**src/rtl/pq_pkg.sv**
```systemverilog
// Shared widths and enumerations for the priority-queue request scheduler.
package pq_pkg;

    localparam int DATA_WIDTH = 8;
    localparam int ID_WIDTH   = 4;

    typedef enum logic [1:0] {
        SCHED_IDLE = 2'd0,
        SCHED_PUSH = 2'd1,
        SCHED_POP  = 2'd2,
        SCHED_DROP = 2'd3
    } sched_state_e;

    typedef enum logic [1:0] {
        CLS_POP  = 2'd0,
        CLS_PUSH = 2'd1,
        CLS_DROP = 2'd2
    } sched_class_e;

    // Class rotation order POP -> PUSH -> DROP -> POP.
    function automatic sched_class_e next_class(input sched_class_e c);
        case (c)
            CLS_POP:  return CLS_PUSH;
            CLS_PUSH: return CLS_DROP;
            default:  return CLS_POP;
        endcase
    endfunction

endpackage

```
**src/rtl/pq_rr_arb.sv**
```systemverilog
// Round-robin arbiter: one-hot grant from req_i, pointer moves past the served requester on adv_i.
module pq_rr_arb #(
    parameter int NUM_REQ = 4
) (
    input  logic               clk_i,
    input  logic               rst_i,
    input  logic [NUM_REQ-1:0] req_i,
    input  logic               adv_i,
    input  logic [NUM_REQ-1:0] adv_gnt_i,
    output logic [NUM_REQ-1:0] gnt_o
);

    localparam int PW = $clog2(NUM_REQ);

    logic [PW-1:0] ptr_q;
    logic [PW-1:0] ptr_d;
    logic [PW-1:0] idx;
    logic          found;

    always_comb begin
        gnt_o = '0;
        found = 1'b0;
        idx   = '0;
        for (int i = 0; i < NUM_REQ; i++) begin
            idx = PW'((int'(ptr_q) + i) % NUM_REQ);
            if (!found && req_i[idx]) begin
                gnt_o[idx] = 1'b1;
                found      = 1'b1;
            end
        end
    end

    always_comb begin
        ptr_d = ptr_q;
        for (int j = 0; j < NUM_REQ; j++) begin
            if (adv_gnt_i[j]) begin
                ptr_d = (j == NUM_REQ - 1) ? '0 : PW'(j + 1);
            end
        end
    end

    always_ff @(posedge clk_i) begin
        if (rst_i) begin
            ptr_q <= '0;
        end else if (adv_i) begin
            ptr_q <= ptr_d;
        end
    end

endmodule

```
**src/rtl/pq_scheduler.sv**
```systemverilog
// Arbitrates push/drop requesters and downstream pops onto a single priority-queue command port.
module pq_scheduler
    import pq_pkg::*;
#(
    parameter int NUM_REQ = 4,
    parameter int DW      = DATA_WIDTH,
    parameter int IDW     = ID_WIDTH
) (
    input  logic                   clk_i,
    input  logic                   rst_i,
    input  logic [NUM_REQ-1:0]     req_push_i,
    input  logic [NUM_REQ*DW-1:0]  req_data_i,
    input  logic [NUM_REQ-1:0]     req_drop_i,
    input  logic [NUM_REQ*IDW-1:0] req_drop_id_i,
    output logic [NUM_REQ-1:0]     req_ack_o,
    output logic [IDW-1:0]         req_id_o,
    output logic                   deq_valid_o,
    input  logic                   deq_ready_i,
    output logic [DW-1:0]          deq_data_o,
    output logic                   pq_push_o,
    output logic                   pq_pop_o,
    output logic                   pq_drop_o,
    output logic [DW-1:0]          pq_data_o,
    output logic [IDW-1:0]         pq_drop_id_o,
    input  logic                   pq_push_rdy_i,
    input  logic                   pq_pop_rdy_i,
    input  logic                   pq_drop_rdy_i,
    input  logic                   pq_empty_i,
    input  logic [IDW-1:0]         pq_push_id_i,
    input  logic [DW-1:0]          pq_data_i
);

    sched_state_e       state_q, state_d;
    sched_class_e       cls_ptr_q, pick_cls, c;
    logic               pick_valid, elig;
    logic [NUM_REQ-1:0] sel_q, ack_q;
    logic               ack_push_q;
    logic [IDW-1:0]     id_q, drop_id_q, drop_id_sel;
    logic [DW-1:0]      pq_data_q, deq_data_q, push_data_sel;
    logic               deq_valid_q;
    logic [NUM_REQ-1:0] push_req, drop_req, gnt_push, gnt_drop;
    logic               pop_elig, push_elig, drop_elig;
    logic               push_done, drop_done, pop_done;

    // A requester seen acked this cycle is still holding its line; hide it for that class only.
    assign push_req  = req_push_i & ~(ack_push_q ? ack_q : '0);
    assign drop_req  = req_drop_i & ~(ack_push_q ? '0 : ack_q);
    assign pop_elig  = !pq_empty_i && !deq_valid_q;
    assign push_elig = |push_req;
    assign drop_elig = |drop_req;

    assign push_done = (state_q == SCHED_PUSH) && pq_push_rdy_i;
    assign drop_done = (state_q == SCHED_DROP) && pq_drop_rdy_i;
    assign pop_done  = (state_q == SCHED_POP)  && pq_pop_rdy_i;

    pq_rr_arb #(.NUM_REQ(NUM_REQ)) u_push_arb (
        .clk_i     (clk_i),
        .rst_i     (rst_i),
        .req_i     (push_req),
        .adv_i     (push_done),
        .adv_gnt_i (sel_q),
        .gnt_o     (gnt_push)
    );

    pq_rr_arb #(.NUM_REQ(NUM_REQ)) u_drop_arb (
        .clk_i     (clk_i),
        .rst_i     (rst_i),
        .req_i     (drop_req),
        .adv_i     (drop_done),
        .adv_gnt_i (sel_q),
        .gnt_o     (gnt_drop)
    );

    always_comb begin
        push_data_sel = '0;
        drop_id_sel   = '0;
        for (int k = 0; k < NUM_REQ; k++) begin
            if (gnt_push[k]) push_data_sel = req_data_i[k*DW +: DW];
            if (gnt_drop[k]) drop_id_sel   = req_drop_id_i[k*IDW +: IDW];
        end
    end

    always_comb begin
        pick_valid = 1'b0;
        pick_cls   = CLS_POP;
        elig       = 1'b0;
        c          = cls_ptr_q;
        for (int i = 0; i < 3; i++) begin
            case (c)
                CLS_POP:  elig = pop_elig;
                CLS_PUSH: elig = push_elig;
                CLS_DROP: elig = drop_elig;
                default:  elig = 1'b0;
            endcase
            if (!pick_valid && elig) begin
                pick_valid = 1'b1;
                pick_cls   = c;
            end
            c = next_class(c);
        end
    end

    always_comb begin
        state_d = state_q;
        case (state_q)
            SCHED_IDLE: begin
                if (pick_valid) begin
                    case (pick_cls)
                        CLS_PUSH: state_d = SCHED_PUSH;
                        CLS_DROP: state_d = SCHED_DROP;
                        default:  state_d = SCHED_POP;
                    endcase
                end
            end
            SCHED_PUSH: if (pq_push_rdy_i) state_d = SCHED_IDLE;
            SCHED_POP:  if (pq_pop_rdy_i)  state_d = SCHED_IDLE;
            SCHED_DROP: if (pq_drop_rdy_i) state_d = SCHED_IDLE;
            default:    state_d = SCHED_IDLE;
        endcase
    end

    always_ff @(posedge clk_i) begin
        if (rst_i) begin
            state_q <= SCHED_IDLE;
        end else begin
            state_q <= state_d;
        end
    end

    always_ff @(posedge clk_i) begin
        if (rst_i) begin
            cls_ptr_q   <= CLS_POP;
            sel_q       <= '0;
            ack_q       <= '0;
            ack_push_q  <= 1'b0;
            id_q        <= '0;
            pq_data_q   <= '0;
            drop_id_q   <= '0;
            deq_valid_q <= 1'b0;
            deq_data_q  <= '0;
        end else begin
            ack_q <= '0;
            if (deq_valid_q && deq_ready_i) deq_valid_q <= 1'b0;
            if (state_q == SCHED_IDLE && pick_valid) begin
                cls_ptr_q <= next_class(pick_cls);
                case (pick_cls)
                    CLS_PUSH: begin
                        sel_q     <= gnt_push;
                        pq_data_q <= push_data_sel;
                    end
                    CLS_DROP: begin
                        sel_q     <= gnt_drop;
                        drop_id_q <= drop_id_sel;
                    end
                    default: sel_q <= '0;
                endcase
            end
            if (push_done) begin
                ack_q      <= sel_q;
                ack_push_q <= 1'b1;
                id_q       <= pq_push_id_i;
            end
            if (drop_done) begin
                ack_q      <= sel_q;
                ack_push_q <= 1'b0;
                id_q       <= '0;
            end
            if (pop_done) begin
                deq_data_q  <= pq_data_i;
                deq_valid_q <= 1'b1;
            end
        end
    end

    assign pq_push_o    = (state_q == SCHED_PUSH);
    assign pq_pop_o     = (state_q == SCHED_POP);
    assign pq_drop_o    = (state_q == SCHED_DROP);
    assign pq_data_o    = pq_data_q;
    assign pq_drop_id_o = drop_id_q;
    assign req_ack_o    = ack_q;
    assign req_id_o     = id_q;
    assign deq_valid_o  = deq_valid_q;
    assign deq_data_o   = deq_data_q;

endmodule
```
**config.mk**
```make
export PLATFORM = sky130hd
export DESIGN_NAME = pq_scheduler
export DESIGN_NICKNAME = d
export VERILOG_FILES = /design/src/rtl/pq_pkg.sv /design/src/rtl/pq_rr_arb.sv /design/src/rtl/pq_scheduler.sv
export SDC_FILE = /design/constraint.sdc
export NUM_CORES = 1
export LEC_CHECK = 0
export ABC_AREA = 1
export ABC_CLOCK_PERIOD_IN_PS = 2380
export CAP_MARGIN = 10
export CELL_PAD_IN_SITES_DETAIL_PLACEMENT = 2
export CELL_PAD_IN_SITES_GLOBAL_PLACEMENT = 2
export CORE_MARGIN = 8
export CORE_UTILIZATION = 21
export DETAILED_ROUTE_END_ITERATION = 10
export PLACE_DENSITY = 0.85
export SYNTH_ARGS = -nofsm -noshare
export SYNTH_HDL_FRONTEND = slang
export SYNTH_HIERARCHICAL = 1
export SYNTH_SLANG_ARGS = --single-unit
```
**constraint.sdc**
```tcl
create_clock -name clk_i -period 2.38 [get_ports clk_i]
set_input_delay 0.357 -clock clk_i [delete_from_list [all_inputs] [get_ports clk_i]]
set_output_delay 0.357 -clock clk_i [all_outputs]
set_load 0.02 [all_outputs]
```
==> run_results.csv, run 1 <==
group,metric,value,unit
sta,layout_setup_ws,-7.63,ps
logic_synthesis,synthesis.area,3370,sq um
setup_path,crit_type,"reg2reg",
cts,clk_path_buf_depth,2,
layout,most-common-layout-cells,"127 x nand2_1, 98 x clkdlybuf4s50_1, 55 x inv_1",
placement,pre_cts_ws,-445,ps
setup_path,path_buf_inv,2,
grt,grt_use_total,15.4,%
cts,h-tree-depth,2,
layout,n_fill_cell,1860,
routing,wl_met3,872,microns
sta,worst_pin_slew,372,ps
floorplanning,rows,46,
layout,seq_area,860,sq um
grt,grt_pass1_vias,4837,
placement,dp_hpwl,12400,microns
setup_path,crit_arrival,2600,ps
routing,drt_wl_total,16400,microns
cts,root_buffer,"clkbuf_16",
outcome,violations,"setup timing",
layout,fin_nets,794,
layout,final_common_cell,"nand2_1",
floorplanning,placeableCoreArea,15800,sq um
sta,period_share,100,%
layout,diodes,0,
routing,firstDrtPassIters,4,
grt,grt_start_max_net_pins,18,
floorplanning,io_pins,107,
logic_synthesis,yosysSeqAreaShare,25.0,%
setup_path,worstPathMaxFanout,5,
sta,fin_tns_setup,-7.63,ps
placement,dp.cells,897,
setup_path,cp-end-kind,"flop",
sta,rsz0062_at_grt,"true",
sta,finalHoldViolCount,0,
grt,grt_pass1_wl,25100,microns
routing,drcViolationCount,0,
logic_synthesis,synthesis.nets,639,
cts,hold_buffers,0,
layout,drive_gt1_share,32.2,%
setup_path,cp_top_family,"simple AND/OR/NAND/NOR gates",
cts,clk_latency,290,ps
floorplanning,dieHeight,143,microns
sta,max_slew_margin,75.1,%
routing,maxUsedRoutingLayer,"met4",
sta,layout_min_cycle_time,2390,ps
grt,overflow,0,
floorplanning,die_w,143,microns
logic_synthesis,synth_seq_cells,42,
routing,wire_per_inst,17.8,microns
setup_path,crit_chain,"nand2_1, nand2_2, nand2_2, inv_2, nand2_2, nand2_2, nand2_2, nor2_4, nand2_2, nor2_4, nand2_2, nand2_4, inv_4, ha_4, nor3b_4, nand2_4, o22ai_2",
job,drv_cap,0,
routing,wl_met2,8590,microns
logic_synthesis,syn_avg_cell_area,6.14,sq um
sta,setup_viol,1,
hold_path,hold_path.class,"reg2reg",
routing,dr_total_vias,4251,
cts,clkTransAtPathRegs,70,ps
setup_path,critPathMostFrequentCell,"nand2_2",
pwr,p_per_area,797,nW/um^2
pwr,power.leakage,2.58,nW
placement,gp_congestion,0.847,
cts,clock-sinks,42,
logic_synthesis,syn_inst,548,
floorplanning,start_util,21.3,%
cts,cts_tree,"done",
routing,drtIter0Drc,124,
sta,worst_clock_skew,5.18,ps
routing,via_per_inst,4.62,
setup_path,start_kind,"flop",
logic_synthesis,synth_warnings,6,
setup_path,cp_slowest_cell,"dfxtp_4",
sta,clock.fmax,419,MHz
sta,drv_slew,0,
routing,m1WireLength,6810,microns
pwr,ir_worst_vdd,0.397,mV
setup_path,worstPathRequired,2600,ps
layout,area_growth,73.5,%
cts,cts_inserted_buffers,5,
layout,final_cells,920,
routing,drtAntennaViolNets,0,
setup_path,cpPeakStageDelay,410,ps
floorplanning,dieArea,20300,sq um
layout,multi_input_area,2640,sq um
grt,antenna_found_initial,0,
outcome,status,"complete, but fails checks",
logic_synthesis,yosys.cell_types.count,29,
placement,port-buffer-count,106,
## worst register-to-register path, cell delays in order (launching register included)
cell and delay [ps]:
dfxtp_4 410, nand2_1 90, nand2_2 90, nand2_2 50, inv_2 80, nand2_2 80, nand2_2 80, nand2_2 60
nor2_4 130, nand2_2 100, nor2_4 130, nand2_2 100, nand2_4 110, inv_4 50, ha_4 250, nor3b_4 220
nand2_4 120, o22ai_2 170
## synthesized netlist by cell type
cell      count  area share [%]
nand2_2       8             1.5
nand3_4       5             2.6
nor2_1       32             3.6
inv_1        75             8.4
nand2_1     174              19
nor2_4        4             1.3
nor3b_1       1            0.22
nor2_2       12             2.2
o21ai_0      25             3.7
ha_1         16             5.9
dfxtp_1      42              25
a22o_1        1            0.26
clkinv_1      9             1.0
nand3_1      56             8.3
nand3_2       9             2.7
nor3_1        1            0.15
o22ai_1       7             1.3
buf_6         1            0.33
a21oi_1      33             4.9
buf_2         3            0.45
nand2_4       6             2.0
inv_4         2            0.37
o21ai_2       1            0.26
nand4_1      12             2.2
a31oi_1       1            0.19
nand3b_1      1            0.22
a211oi_1      2            0.45
clkbuf_1      8            0.89
inv_2         1            0.11
## layout make-up
| type | count | share of cell area [%] |
|---|---|---|
| clock buffers | 5 | 2.14 |
| multi-input cells | 407 | 45.2 |
| clock inverters | 3 | 0.750 |
| well taps | 216 | 4.63 |
| inverters | 87 | 6.24 |
| flip-flops and latches | 42 | 14.7 |
| repair buffers | 160 | 26.4 |
## report_power, final
part / internal, W / leakage, nW / switching [W]
registers: 0.000839 / 0.348 / 0.000135
clock network: 0.000498 / 0.0842 / 0.000324
logic: 0.00124 / 2.15 / 0.00162
## path summary, 6_finish.rpt
kind	slack (ps)	start	depth (start not counted)	endpoint
setup / recovery	-8	ack_push_q	17	sel_q[1]
hold / removal	480	deq_data_o[5]	2	deq_data_o[5]
setup reg to reg	-8	ack_push_q	17	sel_q[1]
hold reg to reg	480	deq_data_o[5]	2	deq_data_o[5]
## per-stage QoR
step / hold slack, ps / power, W / util [%] / area, sq um
after floorplan: 419 / 0.00222 / - / 3370
after global placement: 451 / 0.00309 / 31.5 / 4970
after detailed placement: 464 / 0.00323 / 31.5 / 4970
after CTS: 475 / 0.00434 / 34.3 / 5410
after global routing: 499 / 0.00498 / 37.0 / 5840
final: 476 / 0.00465 / 37.0 / 5840
## per-layer routing
metal	vias up	global-route usage, %
met1	2085	17.7
met2	105	28.8
met3	12	3.69
li1	2049	-
met4	0	2.01
met5	-	0
## kinds of logic (layout without fill, tap and decap cells)
| logic type | count (synthesis) | count (layout) | share of synthesized area, % |
|---|---|---|---|
| fa+ha+maj | 16 | 16 | 5.95 |
| simple gates | 321 | 321 | 46.5 |
| buf+inv | 99 | 255 | 11.5 |
| flops | 42 | 42 | 25.0 |
| compound gates | 70 | 70 | 11.1 |
## state kept, by name (all words and copies together), names as in the netlist
signal / cells
req_ack_o: 4
sel_q: 4
state_q: 2
pq_data_o: 8
pq_drop_id_o: 4
u_push_arb/ptr_q: 2
u_drop_arb/ptr_q: 2
deq_data_o: 8
ack_push_q: 1
deq_valid_o: 1
req_id_o: 4
cls_ptr_q: 2
## what timing repair did
action | in CTS | in global routing
gates resized for setup | 76 | 116
endpoints found under the setup margin | 20 | 20
buffers inserted | 5 | 10
pin swaps | 20 | 54
Note: power is estimated with default switching activity, not from simulation.
==> run 2: changes to the inputs <==
--- a/config.mk
+++ b/config.mk
@@ -14,6 +14,7 @@
 export CORE_UTILIZATION = 21
 export DETAILED_ROUTE_END_ITERATION = 10
 export PLACE_DENSITY = 0.85
+export REMOVE_ABC_BUFFERS = 1
 export SYNTH_ARGS = -nofsm -noshare
 export SYNTH_HDL_FRONTEND = slang
 export SYNTH_HIERARCHICAL = 1
==> run_results.csv, run 2 (synthesized netlist as in run 1, its figures left out) <==
group,metric,value,unit
outcome,status,"finished clean",
hold_path,hold_path.class,"reg2reg",
cts,clkTransAtPathRegs,60,ps
sta,worst_pin_slew,447,ps
floorplanning,dieArea,20300,sq um
layout,fin_nets,799,
setup_path,regToRegSetupSlack,30,ps
cts,root_buffer,"clkbuf_16",
setup_path,crit_chain,"clkdlybuf4s50_1, nand2_2, inv_2, buf_4, nand2_4, nand3_4, nand2_4, nand2_4, nor2_4, nand2_2, nand3_4, inv_4, nand3_1, nand2_1, o21ai_1, nand2_1, o21ai_0, nand4_1, nand2_1, nor2_2",
layout,final_cells,925,
sta,timing.hold.ws,470,ps
routing,drt_wl_total,17100,microns
placement,dp_hpwl,12500,microns
cts,h-tree-depth,2,
sta,rsz0062_at_grt,"true",
grt,grt_start_max_net_pins,18,
job,drv_cap,0,
grt,grt_use_total,15.2,%
floorplanning,start_util,21.3,%
grt,overflow,0,
setup_path,critPathLaunch,"req_drop_i[2]",
setup_path,endpoint,"pq_drop_id_o[0]",
routing,firstDrtPassIters,5,
cts,cts_tree,"done",
routing,dr_total_vias,4248,
setup_path,cp-end-kind,"flop",
placement,dp.cells,898,
sta,clock.fmax,424,MHz
setup_path,crit_arrival,2550,ps
routing,drtIter0Drc,93,
floorplanning,rows,46,
setup_path,worstPathRequired,2570,ps
layout,diodes,0,
sta,drv_slew,0,
layout,area_growth,72.5,%
floorplanning,placeableCoreArea,15800,sq um
grt,grt_pass1_vias,4723,
setup_path,cp_slowest_cell,"clkdlybuf4s50_1",
routing,wire_per_inst,18.5,microns
pwr,power.leakage,2.57,nW
grt,antenna_found_initial,0,
setup_path,start_kind,"primary input",
layout,drive_gt1_share,35.3,%
routing,drcViolationCount,0,
grt,grt_pass1_wl,24700,microns
pwr,p_per_area,779,nW/um^2
sta,setup_viol,0,
sta,fin_tns_setup,0,ps
pwr,ir_worst_vdd,0.309,mV
layout,utilization,36.8,%
routing,via_per_inst,4.59,
sta,period_share,99.2,%
routing,drtAntennaViolNets,0,
cts,clk_latency,290,ps
sta,layout_min_cycle_time,2360,ps
sta,worst_clock_skew,3.09,ps
setup_path,r2r_end,"pq_drop_id_o[0]",
setup_path,reg2regPathDepth,21,
placement,port-buffer-count,106,
setup_path,crit_type,"in2reg",
layout,final_common_cell,"nand2_1",
sta,max_slew_margin,70.2,%
cts,clk_path_buf_depth,2,
cts,cts_inserted_buffers,5,
cts,clock-sinks,42,
setup_path,cpPeakStageDelay,430,ps
setup_path,worstPathMaxFanout,5,
cts,hold_buffers,0,
floorplanning,die_w,143,microns
floorplanning,dieHeight,143,microns
setup_path,reg2reg_from,"ack_push_q",
layout,most-common-layout-cells,"124 x nand2_1, 102 x clkdlybuf4s50_1, 54 x buf_4",
placement,gp_congestion,0.829,
sta,finalHoldViolCount,0,
pwr,total_power,0.00452,W
floorplanning,io_pins,107,
run 2: final cells by class:
cell class / count / area (sq um)
Multi-Input combinational cell: 408 / 2640
Clock buffer: 6 / 139
Sequential cell: 42 / 858
Tap cell: 216 / 270
Clock inverter: 2 / 12.5
Timing Repair Buffer: 164 / 1530
Fill cell: 1869 / 9970
Inverter: 87 / 357
run 2: what timing repair did:
| action | in CTS | in global routing |
|---|---|---|
| setup endpoints to repair | 17 | 19 |
| pin swaps | 15 | 55 |
| hold endpoints to repair | 0 | 0 |
| cloned | 0 | 1 |
| resized for setup | 46 | 153 |
| setup buffers | 4 | 14 |
run 2: power breakdown:
part	switching [W]	internal, W
Combinational	0.00163	0.00121
Sequential	0.000123	0.000840
Clock	0.000308	0.000416
Total	0.00206	0.00246
run 2: layer usage:
| metal | routed length (microns) | global-route usage (%) | vias up |
|---|---|---|---|
| li1 | - | - | 2062 |
| met1 | 6740 | 16.9 | 2037 |
| met2 | 9010 | 28.3 | 126 |
| met3 | 1090 | 4.56 | 23 |
| met4 | 266 | 1.90 | 0 |
| met5 | 0 | 0 | - |
run 2: worst min-delay path by stage:
stage | from | endpoint | slack, ps | cells past startpoint
2_1_floorplan | rst_i | deq_data_o[0] | 430 | 1
3_3_place_gp | deq_data_o[5] | deq_data_o[5] | 450 | 2
6_report | deq_data_o[3] | deq_data_o[3] | 470 | 2
5_1_grt | deq_data_o[5] | deq_data_o[5] | 490 | 2
3_5_place_dp | deq_data_o[3] | deq_data_o[3] | 460 | 2
4_1_cts | deq_data_o[5] | deq_data_o[5] | 480 | 2
run 2: per-stage QoR:
stage / area (sq um) / setup WS [ps]
3_5_place_dp: 4950 / -508
3_3_place_gp: 4950 / -312
6_report: 5800 / 19.6
2_1_floorplan: 3310 / -57.4
4_1_cts: 5260 / -14.2
5_1_grt: 5800 / -132
run 2: critical path: cells and delay by family:
kind | cells | cell delay, ps
and+or+nand+nor | 14 | 1290
buffers and inverters | 4 | 690
AOI/OAI and AO/OA | 2 | 190
==> run 3: changes to the inputs <==
--- a/config.mk
+++ b/config.mk
@@ -10,10 +10,9 @@
 export CAP_MARGIN = 10
 export CELL_PAD_IN_SITES_DETAIL_PLACEMENT = 2
 export CELL_PAD_IN_SITES_GLOBAL_PLACEMENT = 2
-export CORE_MARGIN = 8
 export CORE_UTILIZATION = 21
 export DETAILED_ROUTE_END_ITERATION = 10
-export PLACE_DENSITY = 0.85
+export PLACE_DENSITY = 0.83
 export REMOVE_ABC_BUFFERS = 1
 export SYNTH_ARGS = -nofsm -noshare
 export SYNTH_HDL_FRONTEND = slang
==> run_results.csv, run 3 (synthesized netlist as in run 1, its figures left out) <==
group,metric,value,unit
layout,area_growth,64.6,%
pwr,pwr-share-comb,61.5,%
routing,via_per_inst,4.61,
sta,worst_clock_skew,7.45,ps
outcome,status,"finished clean",
pwr,seqPwrFrac,21.9,%
grt,grt_pass1_wl,23300,microns
pwr,p_per_area,783,nW/um^2
setup_path,cp-end-kind,"flop",
routing,drt_wl_total,15100,microns
setup_path,start_kind,"flop",
sta,period_share,99.9,%
cts,clk_path_buf_depth,2,
cts,cts_inserted_buffers,5,
layout,n_fill_cell,1850,
routing,firstDrtPassIters,4,
sta,rsz0062_at_grt,"true",
floorplanning,placeableCoreArea,15400,sq um
setup_path,crit_type,"reg2reg",
floorplanning,die_w,129,microns
sta,drv_slew,0,
layout,most-common-layout-cells,"141 x nand2_1, 104 x clkdlybuf4s50_1, 61 x inv_1",
pwr,pwr-share-clk,16.6,%
pwr,total_power,0.00433,W
cts,h-tree-depth,2,
sta,layout_min_cycle_time,2380,ps
grt,overflow,0,
setup_path,path_buf_inv,4,
placement,gp_congestion,0.773,
hold_path,hold_path.class,"reg2reg",
routing,drtIter0Drc,97,
pwr,power.leakage,2.43,nW
floorplanning,start_util,21.8,%
routing,dr_total_vias,4202,
setup_path,cp_top_family,"simple AND/OR/NAND/NOR gates",
job,drv_cap,0,
sta,worst_pin_slew,598,ps
setup_path,worstPathRequired,2580,ps
sta,setup_viol,0,
grt,antenna_found_initial,0,
setup_path,cpPeakStageDelay,360,ps
layout,diodes,0,
layout,utilization,35.9,%
grt,grt_pass1_vias,4616,
layout,final_cells,912,
sta,finalHoldViolCount,0,
placement,dp.cells,889,
pwr,p_int,0.00240,W
setup_path,crit_chain,"inv_4, nand2_1, nand2_2, nand2_2, nor2_1, nor2_2, nor2_4, inv_1, a31oi_2, nand2_2, buf_4, buf_4, ha_1, nand3b_1, nand2_1, nor2_1",
cts,cts_tree,"done",
sta,fin_tns_setup,0,ps
routing,drcViolationCount,0,
floorplanning,rows,45,
layout,fin_nets,791,
setup_path,worstPathMaxFanout,5,
sta,max_slew_margin,60.1,%
cts,root_buffer,"clkbuf_16",
layout,drive_gt1_share,27.7,%
grt,grt_start_max_net_pins,19,
cts,clkTransAtPathRegs,70,ps
cts,clk_latency,300,ps
floorplanning,dieArea,16500,sq um
layout,final_common_cell,"nand2_1",
pwr,swShare,44.7,%
cts,clock-sinks,42,
floorplanning,dieHeight,129,microns
placement,port-buffer-count,106,
setup_path,critPathMostFrequentCell,"nand2_2",
setup_path,cp_slowest_cell,"dfxtp_4",
placement,dp_hpwl,11400,microns
routing,drtAntennaViolNets,0,
pwr,p_switching,0.00194,W
cts,hold_buffers,0,
floorplanning,io_pins,107,
routing,wire_per_inst,16.5,microns
setup_path,crit_arrival,2580,ps
pwr,ir_worst_vdd,0.327,mV
sta,clock.fmax,421,MHz
grt,grt_use_total,17.9,%
[run 3: cell count changes in the layout (fill, tap and decap cells not counted), sizes merged]
| cell | previous run | this run |
|---|---|---|
| dlymetal6s2s | 3 | 2 |
| clkdlybuf4s50 | 102 | 104 |
| clkinvlp | 1 | 4 |
| inv | 82 | 79 |
| clkinv | 6 | 8 |
| nand3 | 71 | 72 |
| buf | 58 | 47 |
| dlygate4sd2 | 1 | 0 |
[run 3: path summary, 6_finish.rpt]
| kind | start | endpoint | slack, ps | cells past startpoint |
|---|---|---|---|---|
| setup / recovery | ack_push_q | cls_ptr_q[1] | 3 | 16 |
| hold / removal | deq_data_o[0] | deq_data_o[0] | 470 | 2 |
| setup reg to reg | ack_push_q | cls_ptr_q[1] | 3 | 16 |
| hold reg to reg | deq_data_o[0] | deq_data_o[0] | 470 | 2 |
[run 3: power by group through the flow]
stage	clock, W	combinational (W)	sequential (W)
final	0.000721	0.00266	0.000949
after global routing	0.000780	0.00292	0.000969
after CTS	0.000765	0.00244	0.000946
after detailed placement	0	0.00218	0.000953
after global placement	0	0.00206	0.000950
after floorplan	0	0.00116	0.00103
[run 3: layout make-up]
| type | instances | area (sq um) | area share, % |
|---|---|---|---|
| multi-input cells | 409 | 2480 | 44.8 |
| repair buffers | 153 | 1420 | 25.7 |
| flip-flops and latches | 42 | 851 | 15.4 |
| inverters | 87 | 355 | 6.42 |
| well taps | 211 | 264 | 4.77 |
| clock buffers | 6 | 139 | 2.51 |
| repair inverters | 2 | 15.0 | 0.271 |
| clock inverters | 2 | 12.5 | 0.226 |
[run 3: per-stage QoR]
stage	hold slack, ps	cell area [sq um]	worst slack, ps
after detailed placement	463	4900	-490
after global placement	452	4900	-320
final	471	5540	3.29
after global routing	496	5540	-153
after CTS	477	5240	5.26
after floorplan	426	3310	-57.4
[run 3: metal layers]
metal	global-route usage (%)	wire [microns]	vias up
met2	33.6	7700	116
met4	4.43	298	0
li1	-	-	2051
met3	4.57	868	23
met1	20.0	6220	2012
met5	0	0	-
[run 3: worst register-to-register path, cell delays in order (launching register included)]
cell and delay (ps):
dfxtp_4 360, inv_4 80, nand2_1 70, nand2_2 90
nand2_2 70, nor2_1 190, nor2_2 80, nor2_4 120
inv_1 90, a31oi_2 180, nand2_2 130, buf_4 150
buf_4 120, ha_1 200, nand3b_1 190, nand2_1 90
nor2_1 50
[run 3: repair_timing]
item | CTS | global route
gates cloned | 2 | 2
pin swaps | 3 | 30
buffers inserted | 5 | 6
endpoints found under the setup margin | 17 | 19
resized for setup | 38 | 94
